[config.mk]
export PLATFORM = sky130hd
export DESIGN_NAME = axi_txn_limiter
export DESIGN_NICKNAME = d
export VERILOG_FILES = /design/src/rtl/axi_txn_limiter.sv
export SDC_FILE = /design/constraint.sdc
export NUM_CORES = 1
export LEC_CHECK = 0
export ABC_AREA = 1
export BUFFER_PORTS_ARGS = -buffer_cell sky130_fd_sc_hd__buf_2
export CAP_MARGIN = 25
export CELL_PAD_IN_SITES_DETAIL_PLACEMENT = 2
export CELL_PAD_IN_SITES_GLOBAL_PLACEMENT = 2
export CORE_AREA = 2 2 289 291
export DETAILED_ROUTE_END_ITERATION = 12
export DIE_AREA = 0 0 291 293
export PLACE_DENSITY_LB_ADDON = 0.25
export SLEW_MARGIN = 20
export SYNTH_ARGS = -nofsm -noshare
export SYNTH_HDL_FRONTEND = slang
export SYNTH_SLANG_ARGS = --single-unit
[constraint.sdc]
create_clock -name clk_i -period 6.5 [get_ports clk_i]
set_clock_uncertainty 0.15 [all_clocks]
set_input_delay 0.325 -clock clk_i [delete_from_list [all_inputs] [get_ports clk_i]]
set_output_delay 0.325 -clock clk_i [all_outputs]
set_load 0.1 [all_outputs]
[src/rtl/axi_txn_limiter.sv]
// AXI outstanding-transaction limiter with flush/drain; AXI_TXN_LIMITER_ATOP_EN counts atomics as reads too.
// Latency: zero cycles on every channel; only AR/AW valid/ready are gated, everything else is wired through.
// Backpressure: a new AR/AW is held (ready=0) at its outstanding limit or while draining; an offered one is never withdrawn.

package ariane_axi;
    localparam int unsigned AddrWidth = 64;
    localparam int unsigned DataWidth = 64;
    localparam int unsigned IdWidth   = 4;
    localparam int unsigned UserWidth = 1;

    typedef struct packed {
        logic [IdWidth-1:0]   id;
        logic [AddrWidth-1:0] addr;
        logic [7:0]           len;
        logic [2:0]           size;
        logic [1:0]           burst;
        logic                 lock;
        logic [3:0]           cache;
        logic [2:0]           prot;
        logic [3:0]           qos;
        logic [3:0]           region;
        logic [5:0]           atop;
        logic [UserWidth-1:0] user;
    } aw_chan_t;

    typedef struct packed {
        logic [DataWidth-1:0]   data;
        logic [DataWidth/8-1:0] strb;
        logic                   last;
        logic [UserWidth-1:0]   user;
    } w_chan_t;

    typedef struct packed {
        logic [IdWidth-1:0]   id;
        logic [1:0]           resp;
        logic [UserWidth-1:0] user;
    } b_chan_t;

    typedef struct packed {
        logic [IdWidth-1:0]   id;
        logic [AddrWidth-1:0] addr;
        logic [7:0]           len;
        logic [2:0]           size;
        logic [1:0]           burst;
        logic                 lock;
        logic [3:0]           cache;
        logic [2:0]           prot;
        logic [3:0]           qos;
        logic [3:0]           region;
        logic [UserWidth-1:0] user;
    } ar_chan_t;

    typedef struct packed {
        logic [IdWidth-1:0]   id;
        logic [DataWidth-1:0] data;
        logic [1:0]           resp;
        logic                 last;
        logic [UserWidth-1:0] user;
    } r_chan_t;

    typedef struct packed {
        aw_chan_t aw;
        logic     aw_valid;
        w_chan_t  w;
        logic     w_valid;
        logic     b_ready;
        ar_chan_t ar;
        logic     ar_valid;
        logic     r_ready;
    } req_t;

    typedef struct packed {
        logic    aw_ready;
        logic    ar_ready;
        logic    w_ready;
        logic    b_valid;
        b_chan_t b;
        logic    r_valid;
        r_chan_t r;
    } resp_t;
endpackage

module axi_txn_limiter #(
    parameter int unsigned AddrWidth = 64,
    parameter int unsigned DataWidth = 64,
    parameter int unsigned IdWidth   = 4,
    parameter int unsigned UserWidth = 1,
    parameter int unsigned MaxReads  = 8,
    parameter int unsigned MaxWrites = 8,
    parameter type req_t  = ariane_axi::req_t,
    parameter type resp_t = ariane_axi::resp_t,
    localparam int unsigned RdCntW = $clog2(MaxReads + 1),
    localparam int unsigned WrCntW = $clog2(MaxWrites + 1)
) (
    input  logic              clk_i,
    input  logic              rst_ni,
    input  req_t              slv_req_i,
    output resp_t             slv_resp_o,
    output req_t              mst_req_o,
    input  resp_t             mst_resp_i,
    input  logic              flush_i,
    output logic              drained_o,
    output logic [RdCntW-1:0] rd_cnt_o,
    output logic [WrCntW-1:0] wr_cnt_o
);

    typedef enum logic [1:0] {RUN, DRAIN, DRAINED} state_e;

    state_e            state_q;
    logic              drained_q;
    logic [RdCntW-1:0] rd_cnt_q, rd_cnt_d;
    logic [WrCntW-1:0] wr_cnt_q, wr_cnt_d;
    logic              ar_presented_q, ar_presented_d;
    logic              aw_presented_q, aw_presented_d;
    logic              ar_open, aw_open, ar_fwd, aw_fwd;
    logic              ar_hs, aw_hs, r_last_hs, b_hs;
    logic              rd_inc_atop;
    logic              idle_next;

`ifdef AXI_TXN_LIMITER_ATOP_EN
    logic aw_atop;
    assign aw_atop = slv_req_i.aw.atop[5];
    assign aw_open = (state_q == RUN) && (wr_cnt_q < WrCntW'(MaxWrites))
                  && (!aw_atop || (int'(rd_cnt_q) + int'(ar_presented_q) < int'(MaxReads)));
    assign aw_fwd  = aw_presented_q || aw_open;
    // An atomic AW on offer downstream reserves a read slot so a new AR cannot overrun rd_cnt.
    assign ar_open = (state_q == RUN)
                  && (int'(rd_cnt_q) + int'(aw_fwd && slv_req_i.aw_valid && aw_atop) < int'(MaxReads));
    assign rd_inc_atop = aw_hs && aw_atop;
`else
    assign aw_open = (state_q == RUN) && (wr_cnt_q < WrCntW'(MaxWrites));
    assign aw_fwd  = aw_presented_q || aw_open;
    assign ar_open = (state_q == RUN) && (rd_cnt_q < RdCntW'(MaxReads));
    assign rd_inc_atop = 1'b0;
`endif

    assign ar_fwd = ar_presented_q || ar_open;

    always_comb begin
        mst_req_o           = slv_req_i;
        mst_req_o.ar_valid  = slv_req_i.ar_valid && ar_fwd;
        mst_req_o.aw_valid  = slv_req_i.aw_valid && aw_fwd;
        slv_resp_o          = mst_resp_i;
        slv_resp_o.ar_ready = mst_resp_i.ar_ready && ar_fwd;
        slv_resp_o.aw_ready = mst_resp_i.aw_ready && aw_fwd;
    end

    assign ar_hs     = mst_req_o.ar_valid && mst_resp_i.ar_ready;
    assign aw_hs     = mst_req_o.aw_valid && mst_resp_i.aw_ready;
    assign r_last_hs = mst_resp_i.r_valid && slv_req_i.r_ready && mst_resp_i.r.last;
    assign b_hs      = mst_resp_i.b_valid && slv_req_i.b_ready;

    assign rd_cnt_d = rd_cnt_q + RdCntW'(ar_hs) + RdCntW'(rd_inc_atop) - RdCntW'(r_last_hs);
    assign wr_cnt_d = wr_cnt_q + WrCntW'(aw_hs) - WrCntW'(b_hs);
    assign ar_presented_d = mst_req_o.ar_valid && !mst_resp_i.ar_ready;
    assign aw_presented_d = mst_req_o.aw_valid && !mst_resp_i.aw_ready;

    // Next-cycle values so drained_o rises the cycle right after the final response.
    assign idle_next = (rd_cnt_d == '0) && (wr_cnt_d == '0) && !ar_presented_d && !aw_presented_d;

    always_ff @(posedge clk_i or negedge rst_ni) begin
        if (!rst_ni) begin
            state_q        <= RUN;
            drained_q      <= 1'b0;
            rd_cnt_q       <= '0;
            wr_cnt_q       <= '0;
            ar_presented_q <= 1'b0;
            aw_presented_q <= 1'b0;
        end else begin
            rd_cnt_q       <= rd_cnt_d;
            wr_cnt_q       <= wr_cnt_d;
            ar_presented_q <= ar_presented_d;
            aw_presented_q <= aw_presented_d;
            unique case (state_q)
                RUN: begin
                    if (flush_i) state_q <= DRAIN;
                end
                DRAIN: begin
                    if (!flush_i) begin
                        state_q <= RUN;
                    end else if (idle_next) begin
                        state_q   <= DRAINED;
                        drained_q <= 1'b1;
                    end
                end
                DRAINED: begin
                    if (!flush_i) begin
                        state_q   <= RUN;
                        drained_q <= 1'b0;
                    end
                end
                default: begin
                    state_q   <= RUN;
                    drained_q <= 1'b0;
                end
            endcase
        end
    end

    assign drained_o = drained_q;
    assign rd_cnt_o  = rd_cnt_q;
    assign wr_cnt_o  = wr_cnt_q;

    logic cfg_ok;
    assign cfg_ok = ($bits(slv_req_i.aw.addr) == AddrWidth) && ($bits(slv_req_i.w.data) == DataWidth)
                 && ($bits(slv_req_i.aw.id) == IdWidth) && ($bits(slv_req_i.aw.user) == UserWidth)
                 && (MaxReads >= 1) && (MaxWrites >= 1);

    cfg_check: assert property (@(posedge clk_i) cfg_ok);
    rd_underflow: assert property (@(posedge clk_i) disable iff (!rst_ni) !(r_last_hs && rd_cnt_q == '0));
    wr_underflow: assert property (@(posedge clk_i) disable iff (!rst_ni) !(b_hs && wr_cnt_q == '0));

endmodule

==> metrics.md, run 1 <==
| Metric | Value |
|---|---|
| Status | completed |
| Hold path depth | 4 |
| Iteration-0 DRC Markers | 26 |
| Routed WL | 14,700 um |
| Largest cells by area after synthesis | buf_4 (76%), dfrtp_1 (9.2%), inv_1 (2.9%) |
| Fmax achieved | 341 MHz |
| Gr ovfl total | 0 |
| Pre-CTS setup slack | 3.47 ns |
| CTS tree | done |
| CP Data Arrival Time | 2.96 ns |
| Yosys Warn Count | 0 |
| RSZ-0062 raised after global routing | false |
| Root Buffer | clkbuf_16 |
| DR vias | 1,379 |
| FP Rows | 105 |
| Post-Synth Adder-Cell Area | 3.94% |
| Register area share after synthesis | 9.15% |
| Final Wtd Congestion | 0.553 |
| Worst R2R Setup Slack | 3.56 ns |
| Die area | 85,300 um^2 |
| R2r worst-path depth | 15 |
| Tot GR Track Use | 3.25% |
| CORE AREA | 81,800 um^2 |
| Slew @ Worst Pin | 0.610 ns |
| Top_reg_cell synth | dfrtp_1 |
| Multi-input gate area | 405 um^2 |
| Nets | 516 |
| H-tree depth | 1 |
| CTS Buffer Depth | 2 |
| VDD IR-drop max | 0.0721 mV |
| Filler Cell Count | 9,756 |
| Average wire per standard cell | 12.2 um |
| Tmin final | 2.94 ns |
| Antenna violations before repair | 1 |
| Post-cts repair resize count | 0 |
| Most common cell in the netlist | buf_4 |
| Mapped Avg Cell Area | 7.66 um^2 |
| Seq cells post-synth | 13 |
| Lkg Pwr | 0.668 nW |
| FF/Latch Area | 325 um^2 |
| Via/cell ratio | 1.14 |
| Cts bufs inserted | 3 |
| Post-DP Area | 2330 um^2 |
| Total I/O pin count | 742 |
| Antenna diodes | 0 |
| Fin worst setup slack | 3.56 ns |
| Hold Fails Final Rpt | 0 |
| Power Density | 341 nW/um^2 |
| Synth Area in Compound Gates | 1.20% |
| Yosys cell types | 19 |
| Largest net degree at the start of global routing | 14 |
| DRC Markers | 0 |
| Die Y | 293 um |
| Largest family of logic cells by synthesized area | buffers and inverters |
| Area Growth Syn to Fin | -32.0% |
| Multiplexer share of the synthesized area | 0% |
| Post-DP HPWL | 12,500 um |
| Reg-to-reg startpoint | state_q[1] |
| Hold path endpoint | aw_presented_q |
| Starting Density | 4.34% |
| Wire length of the first global-routing pass | 18,100 um |
| Setup TNS | 0 ns |
| Vias in the first global route | 1,652 |
| Post-Syn Instances | 464 |
| Post-CTS Setup Bufs | 0 |
| Worst setup EP type | flop |
| Clk Latency, worst-skew pair | 0.25 ns |
| Leading area contributor after synthesis | buf_4 |
| MaxCap Viol Count | 0 |
| EDFF count, synth | 0 |
| Final total power | 823 uW |
| Sinks on Clock Net | 13 |
| # port buffers | 29 |
| Fin crit share | 45.2% |
| Final Cell Area | 2420 um^2 |
| Drt pass-1 iters | 4 |
| Synth cell count leaders | buf_4 (361), inv_1 (27), nand2_1 (19) |
| Simple-gate area share of the yosys netlist | 5.77% |
| Max-slew violations | 0 |
| Hold_ws | 0.216 ns |
| Yosys top cell area share | 76.3% |
| Routed Antenna Nets | 0 |
| Finish-stage setup viols | 0 |
| Crit Path Max Fanout | 4 |
| Layout cells sized above 1 | 34.3% |
| Required time of the critical path | 6.52 ns |
| Synthesized area | 3550 um^2 |
| Die W | 291 um |
| Clk slew on worst S/H paths | 0.05 ns |
| Reg2reg end | state_q[1] |
| Post-synth ARST share | 100% |
| CP Class | reg -> reg |
| Xor-xnor portion of the synthesized cell area | 0.493% |
| HP Class | in -> reg |
| Synthesized Nets | 842 |
| Hold path start | mst_resp_i[83] |
| Slew headroom | 59.6% |
| Startpoint Class | flop |
==> worst max-delay path by stage <==
stage                startpoint         end  slack (ns)  depth (start not counted)
floorplan           rd_cnt_o[3]  state_q[1]        2.01                         15
global placement     state_q[1]   drained_o        3.55                         15
detailed placement   state_q[1]   drained_o        3.47                         15
CTS                  state_q[1]  state_q[1]        3.45                         15
global route         state_q[1]  state_q[1]        3.11                         15
finish               state_q[1]  state_q[1]        3.56                         15
==> worst max-delay path, stage by stage (launching register included) <==
cell	delay, ns
dfrtp_1	0.40
nor2_1	0.24
nand2_2	0.09
a21oi_1	0.17
nand2_1	0.08
ha_1	0.27
inv_1	0.04
ha_1	0.20
fa_1	0.38
xnor2_1	0.24
nand2_1	0.08
nor2_1	0.10
nand2_1	0.07
nor2_2	0.13
nand3_2	0.10
o21ai_1	0.12
==> cells by family after synthesis <==
kind of cell,after synthesis
xor gates and xnor gates,2
adders and majority gates,10
AOI/OAI and AO/OA,7
DFF,13
buffers and inverters,391
and+or+nand+nor,41
==> where the power goes <==
group | total, mW | switching [mW] | internal, mW
Clock | 0.122 | 0.0385 | 0.0831
Combinational | 0.560 | 0.450 | 0.110
Sequential | 0.141 | 0.0271 | 0.114
==> per-stage QoR <==
step / util [%] / std cells
2_1_floorplan: - / 464
3_3_place_gp: 2.84 / 1202
3_5_place_dp: 2.84 / 1202
4_1_cts: 2.95 / 1207
5_1_grt: 2.95 / 1207
6_report: 2.95 / 1207
==> what timing repair did <==
action / 4_1_cts / 5_1_grt
hold endpoints to repair: 13 / 0
endpoints found under the setup margin: 0 / 0
hold buffers: 1 / 0
==> sequential cells by signal, summed over array words and instances (netlist names) <==
name / count
ar_presented_q: 1
aw_presented_q: 1
drained_o: 1
rd_cnt_o: 4
state_q: 2
wr_cnt_o: 4
==> layout make-up <==
class                   instances  area share [%]
well taps                    1070            55.4
multi-input cells              60            16.8
flip-flops and latches         13            13.5
repair buffers                 30            6.42
inverters                      30            4.66
clock buffers                   4            3.26
==> layer usage <==
metal	up-vias	track usage, %	part of all wire, %
met1	521	2.25	24
met5	-	0.908	0.58
li1	373	-	-
met4	4	4.03	13
met3	136	4.23	27
met2	345	3.63	35
==> cells in the final DEF (no fill, tap or decap) <==
cell type,n
nand3_1,5
clkbuf_16,3
nand3b_1,1
inv_1,27
o21ai_1,1
nor2_1,4
or2_0,1
buf_2,29
a21oi_2,2
nor2_2,1
nand2_1,19
dfrtp_1,13
a21oi_1,4
ha_1,8
nand2_2,6
dlygate4sd3_1,1
fa_1,2
clkbuf_1,1
and3_1,1
xnor2_1,2
nand3_2,3
inv_2,3
Note: power is estimated with default switching activity, not from simulation.
==> run 2, diff against run 1 <==
==> constraint.sdc (replaced) <==
create_clock -name clk_i -period 2.7 [get_ports clk_i]
set_clock_uncertainty 0.15 [all_clocks]
set_input_delay 0.135 -clock clk_i [delete_from_list [all_inputs] [get_ports clk_i]]
set_output_delay 0.135 -clock clk_i [all_outputs]
set_load 0.1 [all_outputs]
==> metrics.md, run 2 (synthesis results as in run 1) <==
| Metric | Value |
|---|---|
| Status | finished, violations left |
| Failing checks | setup timing |
| Gr ovfl total | 0 |
| Finish-stage setup viols | 3 |
| Crit-path max cell delay | 0.45 ns |
| Startpoint Class | flop |
| Die area | 85,300 um^2 |
| Tot GR Track Use | 3.23% |
| Antenna violations before repair | 2 |
| CORE AREA | 81,800 um^2 |
| Wire length of the first global-routing pass | 18,100 um |
| Layout cells sized above 1 | 52.6% |
| Nets | 531 |
| Max-slew violations | 0 |
| Crit-path cells | nor2_1, buf_4, nand2_4, a21oi_4, nand2_1, ha_1, inv_2, ha_4, fa_2, nor2_2, nand3b_1, nor2_1, nand2_1, nor2_2, nand3_2, a21oi_2 |
| Clk Latency, worst-skew pair | 0.25 ns |
| CTS tree | done |
| Starting Density | 4.34% |
| Die W | 291 um |
| Tmin final | 2.75 ns |
| VDD IR-drop max | 0.213 mV |
| RSZ-0062 raised after global routing | true |
| MaxCap Viol Count | 0 |
| Slew @ Worst Pin | 0.599 ns |
| Clock power share | 13.4% |
| Most frequent cells in the layout | buf_2 (29), inv_1 (22), nand2_1 (18) |
| Max stage delay cell, worst path | fa_2 |
| Power Density | 833 nW/um^2 |
| Average wire per standard cell | 12.2 um |
| DRC Markers | 0 |
| Area Growth Syn to Fin | -26.0% |
| CTS Buffer Depth | 2 |
| Net switching power | 1.31 mW |
| Total I/O pin count | 742 |
| Root Buffer | clkbuf_16 |
| Post-DP Area | 2440 um^2 |
| FP Rows | 105 |
| # port buffers | 29 |
| CP Class | reg -> reg |
| Most common cell after layout, fill and taps aside | buf_2 |
| Crit Path Max Fanout | 2 |
| Slew headroom | 60.4% |
| Final Wtd Congestion | 0.578 |
| Routed WL | 14,900 um |
| CP Data Arrival Time | 2.78 ns |
| Worst R2R Setup Slack | -0.05 ns |
| Sw Share | 59.7% |
| Met2 wire len | 5060 um |
| Comb pwr share | 70.3% |
| Hold Fails Final Rpt | 0 |
| Final Cell Area | 2630 um^2 |
| Sequential share of power | 16.3% |
| Vias in the first global route | 1,739 |
| Iteration-0 DRC Markers | 35 |
| Fin crit share | 102% |
| Worst setup EP type | flop |
| Required time of the critical path | 2.72 ns |
| Fin worst setup slack | -0.0543 ns |
| Met3 wire length | 4130 um |
| Via/cell ratio | 1.18 |
| Top layer in use | met5 |
| Drt pass-1 iters | 4 |
| Die Y | 293 um |
| Lkg Pwr | 0.748 nW |
| Internal | 883 uW |
| DR vias | 1,447 |
| Largest net degree at the start of global routing | 14 |
| Cts bufs inserted | 3 |
| Fmax achieved | 363 MHz |
| Placed cells | 1,212 |
| Routed Antenna Nets | 0 |
| Clk slew on worst S/H paths | 0.05 ns |
| Layout Utilization | 3.21% |
| DRT met1 WL | 3670 um |
| Post-Layout Cell Count | 1,223 |
| Sinks on Clock Net | 13 |
| Post-DP HPWL | 12,400 um |
| HP Class | in -> reg |
| H-tree depth | 1 |
| Filler Cell Count | 9,732 |
## run 2: cell count changes in the layout (fill, tap and decap cells not counted), sizes merged
cell	delta
buf	+15
diode	+1
## run 2: critical path: cells and delay by family, from the launching register on
family / cells / cell delay, ns
adder cells (fa/ha/maj): 3 / 0.86
AND/OR/NAND/NOR: 9 / 0.83
flip-flops: 1 / 0.38
buffers and inverters: 2 / 0.22
AO/OA/AOI/OAI: 2 / 0.25
## run 2: final timing paths
check,from,to,cells past startpoint
max,state_q[0],drained_o,16
min,flush_i,state_q[0],3
max reg2reg,state_q[0],drained_o,16
min reg2reg,drained_o,drained_o,2
max in group asynchronous,rst_ni,rd_cnt_o[3],2
min in group asynchronous,rst_ni,wr_cnt_o[3],2
## run 2: per-stage QoR
stage / hold slack (ns) / power, mW / TNS (ns) / setup slack [ns]
floorplan: -0.311 / 3.89 / -1.95 / -0.570
global placement: -0.0634 / 1.83 / -0.411 / -0.142
detailed placement: -0.0684 / 1.83 / -0.570 / -0.193
CTS: 0.0289 / 2.25 / -0.388 / -0.148
global route: 0.0469 / 2.38 / -0.946 / -0.335
finish: 0.0304 / 2.19 / -0.140 / -0.0543
## run 2: cell type report
type / count / area [um^2] / area share (%)
Clock buffer: 4 / 78.8 / 3.00
Sequential cell: 13 / 333 / 12.7
Inverter: 30 / 113 / 4.28
Multi-Input combinational cell: 60 / 495 / 18.8
Antenna cell: 1 / 2.50 / 0.0952
Tap cell: 1070 / 1340 / 50.9
Timing Repair Buffer: 45 / 268 / 10.2
## run 2: power by group through the flow
stage	sequential (mW)	combinational [mW]	clock, mW
floorplan	0.841	3.05	0
global placement	0.357	1.48	0
detailed placement	0.359	1.47	0
CTS	0.363	1.57	0.313
global route	0.374	1.69	0.320
finish	0.357	1.54	0.294
## run 2: per-layer routing
layer / vias to the layer above / GRT usage [%]
met5: - / 0.964
met4: 2 / 3.93
met3: 160 / 4.36
met2: 338 / 3.52
met1: 542 / 2.25
li1: 405 / -
## run 2: what timing repair did
action,in CTS,in global routing
pin swaps,14,8
endpoints found under the hold margin,13,0
setup endpoints to repair,3,3
hold buffers,1,0
buffers inserted,3,2
gates cloned,0,0
gates resized for setup,8,4
